`config.mk`:
```
export PLATFORM = sky130hd
export DESIGN_NAME = morse_key_classifier
export DESIGN_NICKNAME = d
export VERILOG_FILES = /design/src/rtl/morse_key_classifier.sv
export SDC_FILE = /design/constraint.sdc
export NUM_CORES = 1
export LEC_CHECK = 0
export CORE_MARGIN = 1
export CORE_UTILIZATION = 50
export CTS_CLUSTER_DIAMETER = 80
export DETAILED_ROUTE_END_ITERATION = 8
export DONT_BUFFER_PORTS = 1
export GPL_TIMING_DRIVEN = 0
export PLACE_DENSITY_LB_ADDON = 0.05
export SLEW_MARGIN = 5
export SYNTH_ARGS = -nofsm -noshare
export SYNTH_HDL_FRONTEND = slang
export SYNTH_SLANG_ARGS = --single-unit
```
`constraint.sdc`:
```
create_clock -name CLKin -period 3.9 [get_ports CLKin]
set_clock_uncertainty 0.05 [all_clocks]
set_input_delay 0.585 -clock CLKin [delete_from_list [all_inputs] [get_ports CLKin]]
set_output_delay 0.585 -clock CLKin [all_outputs]
set_load 0.05 [all_outputs]
```
`src/rtl/morse_key_classifier.sv`:
```
// Morse key front end: synchronizes and debounces the raw key, times each press
// as dot/dash, and packs up to MAX_SYMBOLS symbols into a letter word.
module morse_key_classifier #(
  parameter int DEBOUNCE_CYCLES = 280000,
  parameter int DASH_CYCLES     = 5600000,
  parameter int GAP_CYCLES      = 14000000,
  parameter int MAX_SYMBOLS     = 4
) (
  input  logic       CLKin,
  input  logic       RSTn,
  input  logic       key_n,
  output logic       pressed,
  output logic       sym_valid,
  output logic       sym_bit,
  output logic [2:0] sym_count,
  output logic [3:0] symbols,
  output logic       letter_end
);

  localparam int BW = $clog2(DEBOUNCE_CYCLES + 1);
  localparam int DW = $clog2(DASH_CYCLES + 1);
  localparam int GW = $clog2(GAP_CYCLES + 1);

  localparam logic [BW-1:0] DEB_LAST = BW'(DEBOUNCE_CYCLES - 1);
  localparam logic [DW-1:0] DASH_MAX = DW'(DASH_CYCLES);
  localparam logic [DW-1:0] DASH_THR = DW'(DASH_CYCLES - 1);
  localparam logic [GW-1:0] GAP_LAST = GW'(GAP_CYCLES - 1);
  localparam logic [2:0]    MAX_CNT  = 3'(MAX_SYMBOLS);

  typedef enum logic [1:0] {IDLE, PRESS, GAP} state_t;

  logic [1:0]    sync_q;
  logic          key_lvl;
  logic [BW-1:0] deb_cnt;
  state_t        state;
  logic [DW-1:0] dur;
  logic [GW-1:0] gap_cnt;
  logic          fresh;

  logic [2:0]    idx;
  logic [2:0]    cnt_next;
  logic [3:0]    sym_next;
  logic          full;

  assign key_lvl = ~sync_q[1];

  always_ff @(posedge CLKin or negedge RSTn) begin
    if (!RSTn) begin
      sync_q  <= 2'b11;
      deb_cnt <= '0;
      pressed <= 1'b0;
    end else begin
      sync_q <= {sync_q[0], key_n};
      if (key_lvl != pressed) begin
        if (deb_cnt == DEB_LAST) begin
          pressed <= key_lvl;
          deb_cnt <= '0;
        end else begin
          deb_cnt <= deb_cnt + 1'b1;
        end
      end else begin
        deb_cnt <= '0;
      end
    end
  end

  // A fresh letter starts from an empty word; otherwise append at sym_count.
  always_comb begin
    idx      = fresh ? 3'd0 : sym_count;
    sym_next = fresh ? 4'd0 : symbols;
    sym_next[idx[1:0]] = sym_bit;
    cnt_next = idx + 3'd1;
    full     = (cnt_next == MAX_CNT);
  end

  always_ff @(posedge CLKin or negedge RSTn) begin
    if (!RSTn) begin
      state      <= IDLE;
      dur        <= '0;
      gap_cnt    <= '0;
      fresh      <= 1'b1;
      sym_valid  <= 1'b0;
      sym_bit    <= 1'b0;
      sym_count  <= '0;
      symbols    <= '0;
      letter_end <= 1'b0;
    end else begin
      sym_valid  <= 1'b0;
      letter_end <= 1'b0;

      if (sym_valid) begin
        symbols   <= sym_next;
        sym_count <= cnt_next;
        fresh     <= full;
        if (full) letter_end <= 1'b1;
      end

      case (state)
        IDLE: begin
          if (pressed) begin
            state <= PRESS;
            dur   <= '0;
          end
        end
        PRESS: begin
          // dur trails the pressed level by the edge cycle spent in IDLE
          if (!pressed) begin
            sym_valid <= 1'b1;
            sym_bit   <= (dur >= DASH_THR);
            state     <= GAP;
            gap_cnt   <= '0;
          end else if (dur != DASH_MAX) begin
            dur <= dur + 1'b1;
          end
        end
        GAP: begin
          if (sym_valid && full) begin
            state <= IDLE;
          end else if (gap_cnt == GAP_LAST) begin
            if (!fresh) letter_end <= 1'b1;
            fresh   <= 1'b1;
            gap_cnt <= '0;
            dur     <= '0;
            state   <= pressed ? PRESS : IDLE;
          end else if (pressed) begin
            state   <= PRESS;
            dur     <= '0;
            gap_cnt <= '0;
          end else begin
            gap_cnt <= gap_cnt + 1'b1;
          end
        end
        default: state <= IDLE;
      endcase
    end
  end

endmodule

```
; ---- Yosys cells after proc, flatten, opt, wreduce, memory -nomap -nowiden
; Index checks and enable logic that the tools add are counted.
[totals]
elab_cells = 77
reg_bits = 82
[classes]
n_eq_ne = 11
muxes = 36
bitwise = 2
reduce_logical = 9
magnitude_cmp = 3
n_addsub = 4
[op_table]
columns = operator, count
row1 = two-way mux 23 bit, 5
row2 = two-way mux 24 bit, 4
row3 = case mux 23 bit (3 select lines), 1
row4 = case mux 24 bit (2 select lines), 1
row5 = two-way mux 19 bit, 2
row6 = adder 24 x 1 -> 24 bit (second input constant), 1
row7 = == test 24 bit (second input constant), 1
row8 = adder 23 x 1 -> 23 bit (second input constant), 1
row9 = greater-or-equal comparator 23 bit (second input constant), 1
row10 = inequality test 23 bit (second input constant), 1
row11 = adder 19 x 1 -> 19 bit (second input constant), 1
row12 = == test 19 bit (second input constant), 1
row13 = two-way mux 1 bit, 14
row14 = two-way mux 2 bit, 4
row15 = inequality test 2 bit (second input constant), 4
row16 = case mux 2 bit (3 select lines), 1
row17 = bitwise mux 4 bit, 1
row18 = two-way mux 4 bit, 1
row19 = AND reduction 2 bit, 2
row20 = AND reduction 4 bit, 1
row21 = adder 3 x 1 -> 3 bit (second input constant), 1
row22 = == test 3 bit (second input constant), 1
row23 = < comparator 2 x 3 -> 1 bit (second input constant), 1
row24 = two-way mux 3 bit, 1
row25 = other kinds (11), 13

; ---- Depth between registers and ports, before layout
; Gate-level depths: netlist of the first run.
[depth]
word_depth = 9
depth_mapped = 10
depth_no_buf = 8

; ---- Worst setup path after synthesis of the first run
; OpenSTA, ideal clock, no wires.
[synth_timing]
kind = reg2reg
startpoint = register sym_count[0]
endpoint = register dur[20]
synth_period_minus_slack_ps = 2985
path_buffers = 2
required_time_ps = 3724
stages_incl_launch_ff = 9
setup_time_ps = 126
path_slack_ps = 915
arrival_ps = 2809
path_cell_list = dfrtp_1 -> nor2b_1 -> ha_1 -> xor2_1 -> o21ai_1 -> or3_1 -> buf_6 -> buf_6 -> a221o_1
[synth_via]
elab_chain_len = 6
[synth_rtl]
columns = element, line
row1 = from (decl), 15  ; output logic [2:0] sym_count,
row2 = from (signal assigned), 93  ; sym_count <= cnt_next;
row3 = two-way mux 3 bit, 69  ; idx = fresh ? 3'd0 : sym_count;
row4 = adder 3 x 1 -> 3 bit, 72  ; cnt_next = idx + 3'd1;
row5 = == test 3 bit, 73  ; full = (cnt_next == MAX_CNT);
row6 = logical AND 1 bit, 117  ; if (sym_valid && full) begin
row7 = inequality test 2 bit (no source line), --
row8 = AND reduction 4 bit (no source line), --
row9 = to (signal assigned), 113  ; dur <= dur + 1'b1;
row10 = to (decl), 36  ; logic [DW-1:0] dur;
; No other way between the ends.
; A chain may end at the register's enable or synchronous reset.

; ---- Worst setup path in the final report of the first run
[layout_timing]
startpoint = register sym_count[0]
endpoint = register dur[0]
; Same word-level chain as after synthesis.

==> reports/qor.yml, run 1 <==
status: "finished with violations"
violations: "DRC"
cp-startpoint: "sym_count[0]"
p_seq_frac: 0.579
io_buffers: 0
slew_headroom: 0.438
yosysSeqAreaShare: 0.444
htree_levels: 3
diodes: 0
cts_buffer_depth: 2
cts_root_buf: "clkbuf_8"
syn_to_final_growth_pct: 8.00
synth_edf_count: 0
wl_per_cell_um: 17.3
cts_tree: "done"
reg2reg_slack_ns: 0.36
p_comb_frac: 0.020
crit_end: "dur[0]"
synthTopCellsByArea: "dfrtp_1 43%, a31oi_1 4.7%, ha_1 3.5%, nor2_1 3.5%, nand2_1 3.2%"
cp.arrival_ns: 3.78
fp.dieH_um: 98.3
tns_ns: 0
die_w_um: 98.3
placed_area_um2: 4770
numCtsBuffers: 9
grt_pass1_wl_mm: 18.4
vias_per_cell: 6.37
yosysWarningCount: 0
synth_top_area_share: 0.427
powerDensity_nw_per_um2: 296
end_kind: "flip-flop"
clkLatencyLatePin_ns: 0.37
antenna_found_initial: 0
path_class: "reg -> reg"
synthDistinctLibCells: 56
dr.first_iter.drc_count: 229
path_depth: 7
drive_gt1_frac: 0.0595
clkPwrFrac: 0.401
finalMaxSlewViolations: 0
fmax_mhz: 283
rsz0062_at_grt: "false"
peakVddDrop_mv: 0.146
hold_class: "in -> async"
nNetsFinal: 532
slowest_delay_ns: 0.65
netSwitchingPower_mw: 0.365
cts_resized: 0
critPathLaunchType: "flip-flop"
synth-seq-cells: 82
core_um2: 8850
hpwl_mm: 7.29
firstDrtPassIters: 9
fin_crit_sh: 0.907
io_pins: 14
yosysTopAreaCell: "dfrtp_1"
syn_inst: 502
cts_setup_buffers: 0
numClockSinks: 82
num_rows: 34
netlist_top_cells_count: "79 x dfrtp_1, 43 x nor2_1, 39 x nand2_1, 35 x a31oi_1, 27 x nand3_1"
drv_cap: 0
syn-cell-area_um2: 4630
grt_pass1_vias: 3880
worst_slew_pin_slew_ns: 0.835
synthArstFlopShare: 1.00
ys.flop_type: "dfrtp_1"
grt_max_degree: 81
grt-ovfl-total: 0
wirelength_mm: 10.9
leakage_nw: 2.07
fin_crit_ns: 3.54
rr_worst_depth: 7
cp_max_fo: 10
ant_nets: 0
netSwitchingFraction: 0.247
synth_most_common_cell: "dfrtp_1"
crit_family: "simple AND/OR/NAND/NOR gates"
critPathBufInv: 1
dieArea_um2: 9650
start_util: 0.523
required_ns: 4.14
gr-usage-all-layers: 0.238
internal_power_mw: 1.12
finalHoldViolCount: 0
crit_chain: "nor2b_1 -> ha_1 -> xor2_1 -> o21ai_1 -> nor2_1 -> clkbuf_1 -> mux2_2"
synth_area_per_cell_um2: 9.23
drcViolationCount: 1
clk_pin_slew_worst_paths_ns: 0.09
reg2reg_from: "sym_count[0]"
setup_viol: 0
gp_congestion: 0.835
reg2reg_to: "dur[0]"
cts_hold_buf: 2
via_count: 4004
slowest_stage: "dfrtp_1"
fin_area_um2: 5000
syn_nets: 518
-- cells by family (layout without fill, tap and decap cells) --
kind of cell / Yosys count / after routing / synth area share
xor gates and xnor gates: 19 / 19 / 0.0359
DFF: 82 / 82 / 0.444
and+or+nand+nor: 227 / 227 / 0.265
adders and majority gates: 13 / 13 / 0.0351
buffers and inverters: 41 / 60 / 0.0365
muxes: 2 / 2 / 0.00459
AOI/OAI and AO/OA: 118 / 118 / 0.179
-- final cells by class --
class	count	area, um^2
clock buffers	10	138
plain buffers	23	101
repair buffers	3	47.5
multi-input cells	379	2410
clock inverters	6	50.0
inverters	18	67.6
well taps	108	135
fillers	818	3850
flip-flops and latches	82	2060
-- power groups by stage --
stage	registers [mW]	clock network (mW)	logic, mW
finish	0.857	0.593	0.0301
global route	0.858	0.640	0.0354
CTS	0.857	0.606	0.0310
detailed placement	0.874	0	0.00959
global placement	0.874	0	0.00923
floorplan	0.873	0	0.00749
-- layout by cell type, fill, tap and decap left out, drive strengths merged, types with 4 or more instances in the layout --
cell type | synthesis | final
dfrtp | 79 | 79
nor4 | 15 | 15
ha | 13 | 13
and3 | 20 | 20
nor2b | 4 | 4
clkbuf | 20 | 30
buf | 3 | 4
a32o | 5 | 5
a31oi | 35 | 35
nor3 | 22 | 22
nand2b | 9 | 9
and2 | 6 | 6
a21oi | 6 | 6
a221o | 14 | 14
nand3 | 27 | 27
o21ai | 26 | 26
clkinvlp | 0 | 4
o31ai | 4 | 4
nand2 | 39 | 39
nand4 | 14 | 14
nor2 | 43 | 43
or2 | 4 | 4
and4 | 9 | 9
inv | 18 | 19
xor2 | 14 | 14
xnor2 | 5 | 5
-- sequential cells by signal (all words and copies together) (netlist names) --
| name | count |
|---|---|
| sync_q | 2 |
| deb_cnt | 19 |
| symbols | 4 |
| dur | 23 |
| fresh | 1 |
| sym_count | 3 |
| pressed | 1 |
| gap_cnt | 24 |
| sym_valid | 1 |
| sym_bit | 1 |
| state | 2 |
| letter_end | 1 |
-- stage by stage --
step | power, mW | utilization | hold WS [ns] | setup WS, ns | std cells
after detailed placement | 0.884 | 0.539 | 0.241 | 0.415 | 610
final | 1.48 | 0.565 | 0.0418 | 0.362 | 629
after global routing | 1.53 | 0.565 | 0.0622 | 0.0445 | 629
after CTS | 1.49 | 0.564 | 0.00267 | 0.383 | 628
after global placement | 0.883 | 0.539 | 0.241 | 0.439 | 610
after floorplan | 0.881 | - | 0.239 | 0.915 | 502
-- metal layers --
layer | track usage | part of all wire | vias to the layer above | wire [um]
met5 | 0 | 0 | - | 0
met4 | 0.0884 | 0.011 | 0 | 124
met3 | 0.0315 | 0.032 | 10 | 346
met2 | 0.387 | 0.48 | 88 | 5190
met1 | 0.325 | 0.48 | 1982 | 5220
li1 | - | - | 1924 | -
-- worst min-delay path by stage --
| stage | to |
|---|---|
| finish | sym_count[2] |
| global route | symbols[3] |
| CTS | fresh |
| detailed placement | symbols[0] |
| global placement | symbols[1] |
| floorplan | deb_cnt[0] |
-- worst reg2reg max path, delay by kind of cell (launching register included) --
family                     cells  cell delay [ns]
DFF                            1             0.65
xor gates and xnor gates       1             0.55
muxes                          1             0.25
adders and majority gates      1             0.30
buffers and inverters          1             0.43
and+or+nand+nor                2             0.86
AOI/OAI and AO/OA              1             0.39
Note: power is estimated with default switching activity, not from simulation.
==> run 2: changes to the inputs <==
- clock period: 3.9 -> 3.3 ns (I/O delays scaled with it)
==> run 2 against run 1 <==
Against the previous run: the run still ends with DRC left; sequential cell count unchanged; worst setup slack worse by 0.12 ns; power increased by 18%; via count down 1.5%; maximum frequency up 16%; critical path type unchanged.
==> reports/qor.yml, run 2 (synthesis gave the netlist of run 1 again) <==
reg2reg_slack_ns: 0.25  # was 0.36 ns
finalMaxSlewViolations: 0  # unchanged
worst_slew_pin_slew_ns: 0.840  # was 0.835 ns
critPathLaunchType: "flip-flop"  # unchanged
required_ns: 3.49  # was 4.14 ns
numCtsBuffers: 9  # unchanged
grt_pass1_vias: 3875  # was 3880
path_class: "reg -> reg"  # unchanged
cts_buffer_depth: 2  # unchanged
slowest_stage: "dfstp_2"  # was dfrtp_1
placed_area_um2: 4770  # unchanged
via_count: 3944  # was 4004
hold_class: "in -> reg"  # was in -> async
dr.first_iter.drc_count: 237  # was 229
fmax_mhz: 327  # was 283 MHz
setup_viol: 0  # unchanged
slew_headroom: 0.435  # was 0.438
syn_to_final_growth_pct: 8.21  # was 8.00%
numClockSinks: 82  # unchanged
top_register: "gap_cnt"  # unchanged
hold_depth: 0
cp.arrival_ns: 3.24  # was 3.78 ns
slowest_delay_ns: 0.60  # was 0.65 ns
reg2reg_to: "dur[19]"  # was dur[0]
htree_levels: 3  # unchanged
grt_pass1_wl_mm: 18.4  # about the same
fin_crit_ns: 3.05  # was 3.54 ns
status: "finished with violations"  # unchanged
leakage_nw: 2.07  # about the same
dp.cells: 610  # unchanged
wl_per_cell_um: 17.1  # was 17.3 um
stdcell_count: 628  # was 629
hold_end: "sync_q[0]"
hpwl_mm: 7.29  # unchanged
use_met2: 0.385  # was 0.387
tns_ns: 0  # unchanged
grtUsageMet3: 0.0322  # was 0.0315
die_w_um: 98.3  # unchanged
antenna_found_initial: 0  # unchanged
io_pins: 14  # unchanged
gr-usage-all-layers: 0.236  # was 0.238
num_rows: 34  # unchanged
final_common_cell: "dfrtp_1"  # unchanged
grt.busiest_layer: "met2"  # unchanged
core_um2: 8850  # unchanged
peakVddDrop_mv: 0.173  # was 0.146 mV
powerDensity_nw_per_um2: 349  # was 296 nW/um^2
grt-ovfl-total: 0  # unchanged
fin_crit_sh: 0.925  # was 0.907
diodes: 0  # unchanged
top_regs: "gap_cnt x24, dur x23, deb_cnt x19"  # unchanged
fin_area_um2: 5010  # was 5000 um^2
start_util: 0.523  # unchanged
min-delay-start: "key_n"
crit_chain: "inv_1 -> nand2_1 -> inv_1 -> ha_1 -> xor2_2 -> o21ai_1 -> or3_1 -> buf_6 -> buf_6 -> a221o_1"  # was nor2b_1 -> ha_1 -> xor2_1 -> o21ai_1 -> nor2_1 -> clkbuf_1 -> mux2_2
clkLatencyLatePin_ns: 0.37  # about the same
gp_congestion: 0.835  # unchanged
gr-usage-met1: 0.322  # was 0.325
fp.dieH_um: 98.3  # unchanged
layout_common_cells: "77 x dfrtp_1, 42 x nor2_1, 39 x nand2_1, 35 x a31oi_1, 27 x nand3_1"  # was 79 x dfrtp_1, 43 x nor2_1, 39 x nand2_1, 35 x a31oi_1, 27 x nand3_1
drcViolationCount: 1  # unchanged
dieArea_um2: 9650  # unchanged
io_buffers: 0  # unchanged
grt_max_degree: 83  # was 81
cts_tree: "done"  # unchanged
nNetsFinal: 531  # was 532
end_kind: "flip-flop"  # unchanged
violations: "DRC"  # unchanged
drv_cap: 0  # unchanged
ant_nets: 0  # unchanged
vias_per_cell: 6.28  # was 6.37
wirelength_mm: 10.8  # was 10.9 mm
cts_root_buf: "clkbuf_8"  # unchanged
clk_pin_slew_worst_paths_ns: 0.09  # about the same
firstDrtPassIters: 9  # unchanged
rsz0062_at_grt: "false"  # unchanged
totalPowerFinal_mw: 1.75  # was 1.48 mW
reg2reg_from: "fresh"  # was sym_count[0]
rr_worst_depth: 10  # was 7
drive_gt1_frac: 0.0731  # was 0.0595
largest_reg_flops: 24  # unchanged
cp_max_fo: 10  # unchanged
finalHoldViolCount: 0  # unchanged
==> run 2: cell types whose count changed in the layout (fill, tap and decap cells not counted) <==
| cell | change |
|---|---|
| xor2_1 | -1 |
| dlygate4sd3_1 | -1 |
| nor2b_1 | -1 |
| xor2_2 | +1 |
| dfrtp_1 | -2 |
| a21oi_2 | +1 |
| nor2_2 | +1 |
| nor2_1 | -1 |
| a21oi_1 | -1 |
| dfrtp_2 | +2 |
| clkbuf_1 | -1 |
| nor2b_2 | +1 |
| clkbuf_2 | +1 |
==> run 2: timing repair <==
item	in CTS	in global routing
setup buffers	0	0
hold buffers	2	0
gates resized for setup	2	6
setup endpoints to repair	13	28
hold endpoints to repair	82	0
==> run 2: critical path: cells and delay by family, from the launching register on <==
| kind | cells | cell delay (ns) |
|---|---|---|
| buffers and inverters | 4 | 0.48 |
| adders and majority gates | 1 | 0.26 |
| DFF | 1 | 0.60 |
| xor gates and xnor gates | 1 | 0.39 |
| AOI/OAI and AO/OA | 2 | 0.62 |
| and+or+nand+nor | 2 | 0.54 |
==> run 2: through the flow <==
stage / setup slack (ns) / hold WS [ns] / util
floorplan: 0.315 / 0.149 / -
global placement: -0.161 / 0.151 / 0.539
detailed placement: -0.185 / 0.151 / 0.539
CTS: 0.0283 / 0.0614 / 0.565
global route: 0.0489 / 0.0576 / 0.566
finish: 0.246 / 0.0713 / 0.566
==> run 2: worst max-delay path by stage <==
stage                  from  cells after the start      end  slack [ns]
6_report              fresh                     10  dur[19]        0.25
5_1_grt               fresh                     10  dur[19]        0.05
4_1_cts        sym_count[0]                      8  dur[19]        0.03
3_5_place_dp   sym_count[0]                      7   dur[0]       -0.19
3_3_place_gp   sym_count[0]                      7   dur[0]       -0.16
2_1_floorplan  sym_count[0]                      8  dur[20]        0.31
==> run 2: area by class of cell <==
| cell class | instances | area [um^2] |
|---|---|---|
| multi-input cells | 379 | 2420 |
| repair buffers | 2 | 37.5 |
| fillers | 817 | 3840 |
| clock buffers | 10 | 138 |
| clock inverters | 6 | 50.0 |
| inverters | 18 | 67.6 |
| well taps | 108 | 135 |
| plain buffers | 23 | 103 |
| flip-flops and latches | 82 | 2060 |
==> run 2: metal layers <==
layer,up-vias,part of all wire
met5,-,0
met4,0,0.012
met3,12,0.031
met2,74,0.48
met1,1941,0.48
li1,1917,-
==> run 2: where the power goes <==
part / switching [mW] / internal (mW) / total [mW] / leakage (nW)
combinational: 0.0261 / 0.00829 / 0.0344 / 0.859
clock: 0.400 / 0.300 / 0.700 / 0.0827
sequential: 0.00419 / 1.01 / 1.01 / 1.13
total: 0.430 / 1.32 / 1.75 / 2.07
==> variant 1: new RTL, settings of run 1 <==
Change the parameter `DASH_CYCLES` from 5600000 to 2800000.
--- a/src/rtl/morse_key_classifier.sv
+++ b/src/rtl/morse_key_classifier.sv
@@ -3,5 +3,5 @@
 module morse_key_classifier #(
   parameter int DEBOUNCE_CYCLES = 280000,
-  parameter int DASH_CYCLES     = 5600000,
+  parameter int DASH_CYCLES     = 2800000,
   parameter int GAP_CYCLES      = 14000000,
   parameter int MAX_SYMBOLS     = 4
Behaviour: no difference found for any inputs over 10 cycles, from zero or initial values and one cycle with RSTn low; that may be too few to reach the edited logic, so the function may still have changed.
==> variant 1 against run 1 <==
Final area decreased by 4.7%; power grew 0.70%; wire length down 12%; largest power group unchanged; critical path depth up 1; sequential cell count down 1; worst setup slack gained 0.29 ns; synthesized area fell by 5.1%; largest cell class unchanged.
==> variant 1: results (changes against run 1) <==
Power and ir drop:
- The clock network power is 0.615 mW (was 0.593 mW).
- The cell-internal power is 1.15 mW (was 1.12 mW).
- The leakage power of the design is 1.99 nW (was 2.07 nW).
- The net load switching power is 0.343 mW (was 0.365 mW).
- The sequential group power is 0.846 mW (was 0.857 mW).

Final layout:
- The clock distribution area overhead in the final layout is 0.0407 (was 0.0375).
- The non-clock buffer contribution to total cell area is 0.0226 (was 0.0298).
- The fraction of final layout cells with drive strength greater than 1 is 0.0680 (was 0.0595).
- The number of filler instances in the final layout is 769 (was 818).
- The share of the final layout cell area in multi-input gates is 0.469 (was 0.481).
- The count of multi-input combinational gates is 369 (was 379).
- The register fraction of the total cell area is 0.426 (was 0.411).
- The non-filler instance count after layout came to 605 (was 629).
- The layout buffer count excluding clock buffers was 16 (was 26).
- The final-stage net count is 511 (was 532).

Synthesis:
- Area contributors post-synth: sky130_fd_sc_hd__dfrtp_1 44%, sky130_fd_sc_hd__nand3_1 4.7%, sky130_fd_sc_hd__nor2_1 4.6% (was sky130_fd_sc_hd__dfrtp_1 43%, sky130_fd_sc_hd__a31oi_1 4.7%, sky130_fd_sc_hd__ha_1 3.5%).
- The number of distinct standard cells referenced by the synthesized netlist came to 54 (was 56).
- The net count of the mapped netlist is 497 (was 518).
- The fraction of the mapped netlist area in adder cells was 0.0370 (was 0.0351).
- The part of the Yosys area used for sequential elements is 0.462 (was 0.444).
- Ranking of synthesized cells by instance count: 78 x sky130_fd_sc_hd__dfrtp_1, 54 x sky130_fd_sc_hd__nor2_1, 47 x sky130_fd_sc_hd__nand2_1 (was 79 x sky130_fd_sc_hd__dfrtp_1, 43 x sky130_fd_sc_hd__nor2_1, 39 x sky130_fd_sc_hd__nand2_1).
- The number of warnings reported in the yosys synthesis log was 0 (unchanged).
- The fraction of the mapped netlist area in compound gates is 0.131 (was 0.179).
- The post-synthesis share of cell area spent on xor and xnor gates is 0.0498 (was 0.0359).
- The proportion of synthesized area in mux cells is 0.0139 (was 0.00459).

Place:
- The number of cells after detailed placement is 586 (was 610).
- The routability congestion estimate from global placement is 0.806 (was 0.835).
- The pre-CTS setup slack was 0.727 ns (was 0.415 ns).
- The total of buffers placed on input and output ports is 0 (unchanged).
- The post-detailed-placement half-perimeter wirelength was 6340 um (was 7290 um).

Route:
- The via count is 3,507 (was 4,004).
- The total length of routed wires was 9520 um (was 10,900 um).
- The total iterations of the first detailed-routing run came to 4 (was 9).

Status:
- Result of the run: finished, final reports clean (was finished with violations).

STA:
- The worst slew margin relative to its limit is 0.503 (was 0.438).
- The hold violation total from the final report is 0 (unchanged).

Global routing:
- The largest net degree at the start of global routing is 79 (was 81).
- The total routing resource utilization after global routing is 0.223 (was 0.238).
- The via count of the first global-routing pass is 3,269 (was 3,880).

CTS:
- The TritonCTS sink count is 81 (was 82).

Critical path:
- The cell depth of the worst flop-to-flop path is 8 (was 7).
-- variant 1: changes by cell type in the layout (fill, tap and decap cells not counted), sizes merged, moves of 10 or more --
cell	before	now
nor4	15	3
or3	3	13
xnor2	5	16
a21oi	6	17
nand3	27	41
clkbuf	30	18
a31oi	35	3
a221o	14	1
nor2	43	54
o21ai	26	39
-- variant 1: worst paths after layout --
| check | slack [ns] | endpoint | start |
|---|---|---|---|
| min in group CLKin | 0.18 | sync_q[0] | key_n |
| max in group asynchronous | 3.12 | sync_q[1] | RSTn |
| setup reg to reg | 0.65 | dur[2] | sym_count[0] |
| hold / removal | 0.05 | gap_cnt[1] | RSTn |
| hold reg to reg | 0.32 | sync_q[1] | sync_q[0] |
| setup / recovery | 0.65 | dur[2] | sym_count[0] |
-- variant 1: through the flow --
step | cell area [um^2] | hold WS, ns
final | 4770 | 0.0531
after global routing | 4770 | 0.0832
after CTS | 4760 | 0.00696
after detailed placement | 4530 | 0.242
after global placement | 4530 | 0.242
after floorplan | 4400 | 0.239
-- variant 1: critical path: cells and delay by family, from the launching register on --
| kind | cells | cell delay (ns) |
|---|---|---|
| AOI/OAI and AO/OA | 2 | 0.51 |
| xor gates and xnor gates | 1 | 0.20 |
| adders and majority gates | 1 | 0.29 |
| buffers and inverters | 1 | 0.51 |
| DFF | 1 | 0.66 |
| and+or+nand+nor | 3 | 0.94 |
-- variant 1: per-layer routing --
metal / global-route usage / up-vias / part of all wire
li1: - / 1749 / -
met1: 0.315 / 1719 / 0.51
met2: 0.345 / 29 / 0.45
met3: 0.0284 / 10 / 0.019
met4: 0.0970 / 0 / 0.014
met5: 0 / - / 0
-- variant 1: timing repair --
action	4_1_cts	5_1_grt
hold buffers	2	1
endpoints found under the hold margin	78	2
buffers inserted	0	0
==> variant 2: new RTL, settings of run 1 <==
Without the edit above. Reset style: synchronous (`RSTn`), changed in 2 clocked blocks.
--- a/src/rtl/morse_key_classifier.sv
+++ b/src/rtl/morse_key_classifier.sv
@@ -45,5 +45,5 @@
   assign key_lvl = ~sync_q[1];
 
-  always_ff @(posedge CLKin or negedge RSTn) begin
+  always_ff @(posedge CLKin) begin
     if (!RSTn) begin
       sync_q  <= 2'b11;
@@ -74,5 +74,5 @@
   end
 
-  always_ff @(posedge CLKin or negedge RSTn) begin
+  always_ff @(posedge CLKin) begin
     if (!RSTn) begin
       state      <= IDLE;
Behaviour: no difference found for any inputs over 10 cycles, from zero or initial values and one cycle with RSTn low; that may be too few to reach the edited logic, so the function may still have changed.
==> variant 2 against run 1 <==
Synthesized area decreased by 6.7%; critical path depth rose by 1; critical endpoint is now dur[16]; sequential cell count is the same; wire length down 8.8%; worst setup slack improved by 0.55 ns; sequential share of layout area fell by 5.6 points; power down 2.5%; count of clock-buffer cells in the layout increased by 1; final area fell by 7.4%.
==> variant 2: results (changes against run 1) <==
Place:
- The total placed instance area is 4450 um^2 (was 4770 um^2).
- The number of cells after detailed placement is 617 (was 610).
- The routability congestion estimate from global placement is 0.912 (was 0.835).
- The pre-CTS setup slack was 0.956 ns (was 0.415 ns).

Synthesis:
- The most common flop cell mapped by yosys was sky130_fd_sc_hd__dfxtp_1 (was sky130_fd_sc_hd__dfrtp_1).
- The async set-or-reset flop fraction in the synthesized netlist is 0 (was 1.00).
- The number of instances in the synthesized netlist is 512 (was 502).
- Ranking of synthesized cells by instance count: 82 x sky130_fd_sc_hd__dfxtp_1, 63 x sky130_fd_sc_hd__nor2_1, 36 x sky130_fd_sc_hd__nand2_1 (was 79 x sky130_fd_sc_hd__dfrtp_1, 43 x sky130_fd_sc_hd__nor2_1, 39 x sky130_fd_sc_hd__nand2_1).
- The net count of the mapped netlist is 528 (was 518).
- The part of the Yosys area used for sequential elements is 0.380 (was 0.444).
- The number of distinct standard cells referenced by the synthesized netlist was 64 (was 56).

Global routing:
- The first-pass GRT wire length is 16,600 um (was 18,400 um).
- The largest net degree at the start of global routing is 14 (was 81).
- The via count of the first global-routing pass came to 3,444 (was 3,880).
- The total routing resource utilization after global routing is 0.238 (about the same).

STA:
- The worst hold margin is 0.285 ns (was 0.0418 ns).

Final layout:
- The number of filler instances in the final layout is 789 (was 818).
- The fraction of final layout cells with drive strength greater than 1 is 0.0930 (was 0.0595).

Route:
- The total iterations of the first detailed-routing run came to 4 (was 9).
- The met1 routed wirelength after detailed routing is 4700 um (was 5220 um).
- The detail-routed via count per cell came to 5.88 (was 6.37).
- The routed length on met2 is 4640 um (was 5190 um).

Critical path:
- The delay of the slowest cell on the worst path came to 0.68 ns (was 0.65 ns).
- The arrival time at the worst endpoint came to 3.21 ns (was 3.78 ns).
- The cell depth of the worst flop-to-flop path is 8 (was 7).
- The cell type of the slowest stage on the worst timing path was sky130_fd_sc_hd__dfxtp_1 (was sky130_fd_sc_hd__dfrtp_1).

Status:
- Result of the run: finished, final reports clean (was finished with violations).

Power and ir drop:
- The peak supply drop is 0.183 mV (was 0.146 mV).
- The leakage power of the design was 1.58 nW (was 2.07 nW).

Min path:
- The classification of the worst-slack hold path is input port to register (was input port to async pin).
variant 2: worst max path at each step:
stage               to  slack, ns
2_1_floorplan  dur[16]       1.41
3_3_place_gp   dur[16]       0.98
3_5_place_dp   dur[16]       0.96
4_1_cts        dur[16]       0.92
5_1_grt        dur[16]       0.74
6_report       dur[16]       0.91
variant 2: logic make-up (layout without fill, tap and decap cells):
| kind of cell | Yosys count | in the layout | synth area share |
|---|---|---|---|
| DFF | 82 | 82 | 0.380 |
| xor gates and xnor gates | 31 | 31 | 0.0672 |
| AOI/OAI and AO/OA | 106 | 106 | 0.176 |
| muxes | 3 | 3 | 0.00724 |
| and+or+nand+nor | 235 | 235 | 0.287 |
| adders and majority gates | 13 | 13 | 0.0376 |
| buffers and inverters | 42 | 57 | 0.0446 |
variant 2: critical path, delay by kind of cell (launching register included):
kind	cells	cell delay, ns
AOI/OAI and AO/OA	2	0.38
xor gates and xnor gates	1	0.32
adders and majority gates	1	0.38
buffers and inverters	1	0.21
DFF	1	0.68
and+or+nand+nor	3	0.86
variant 2: routing by layer:
layer  track usage  vias up
met1         0.309     1764
met3        0.0362       13
met5             0        -
met4        0.0884        0
met2         0.397       65
li1              -     1873
variant 2: where the power goes:
part,switching (mW),total (mW),internal [mW]
clock,0.315,0.577,0.261
combinational,0.0205,0.0268,0.00621
sequential,0.000870,0.839,0.839
variant 2: area by class of cell:
cell class	instances	area, um^2	area share
Multi-Input combinational cell	388	2490	0.537
Sequential cell	82	1640	0.354
Clock buffer	11	151	0.0327
Tap cell	105	131	0.0284
Buffer	22	118	0.0254
Inverter	20	75.1	0.0162
Clock inverter	4	27.5	0.00594
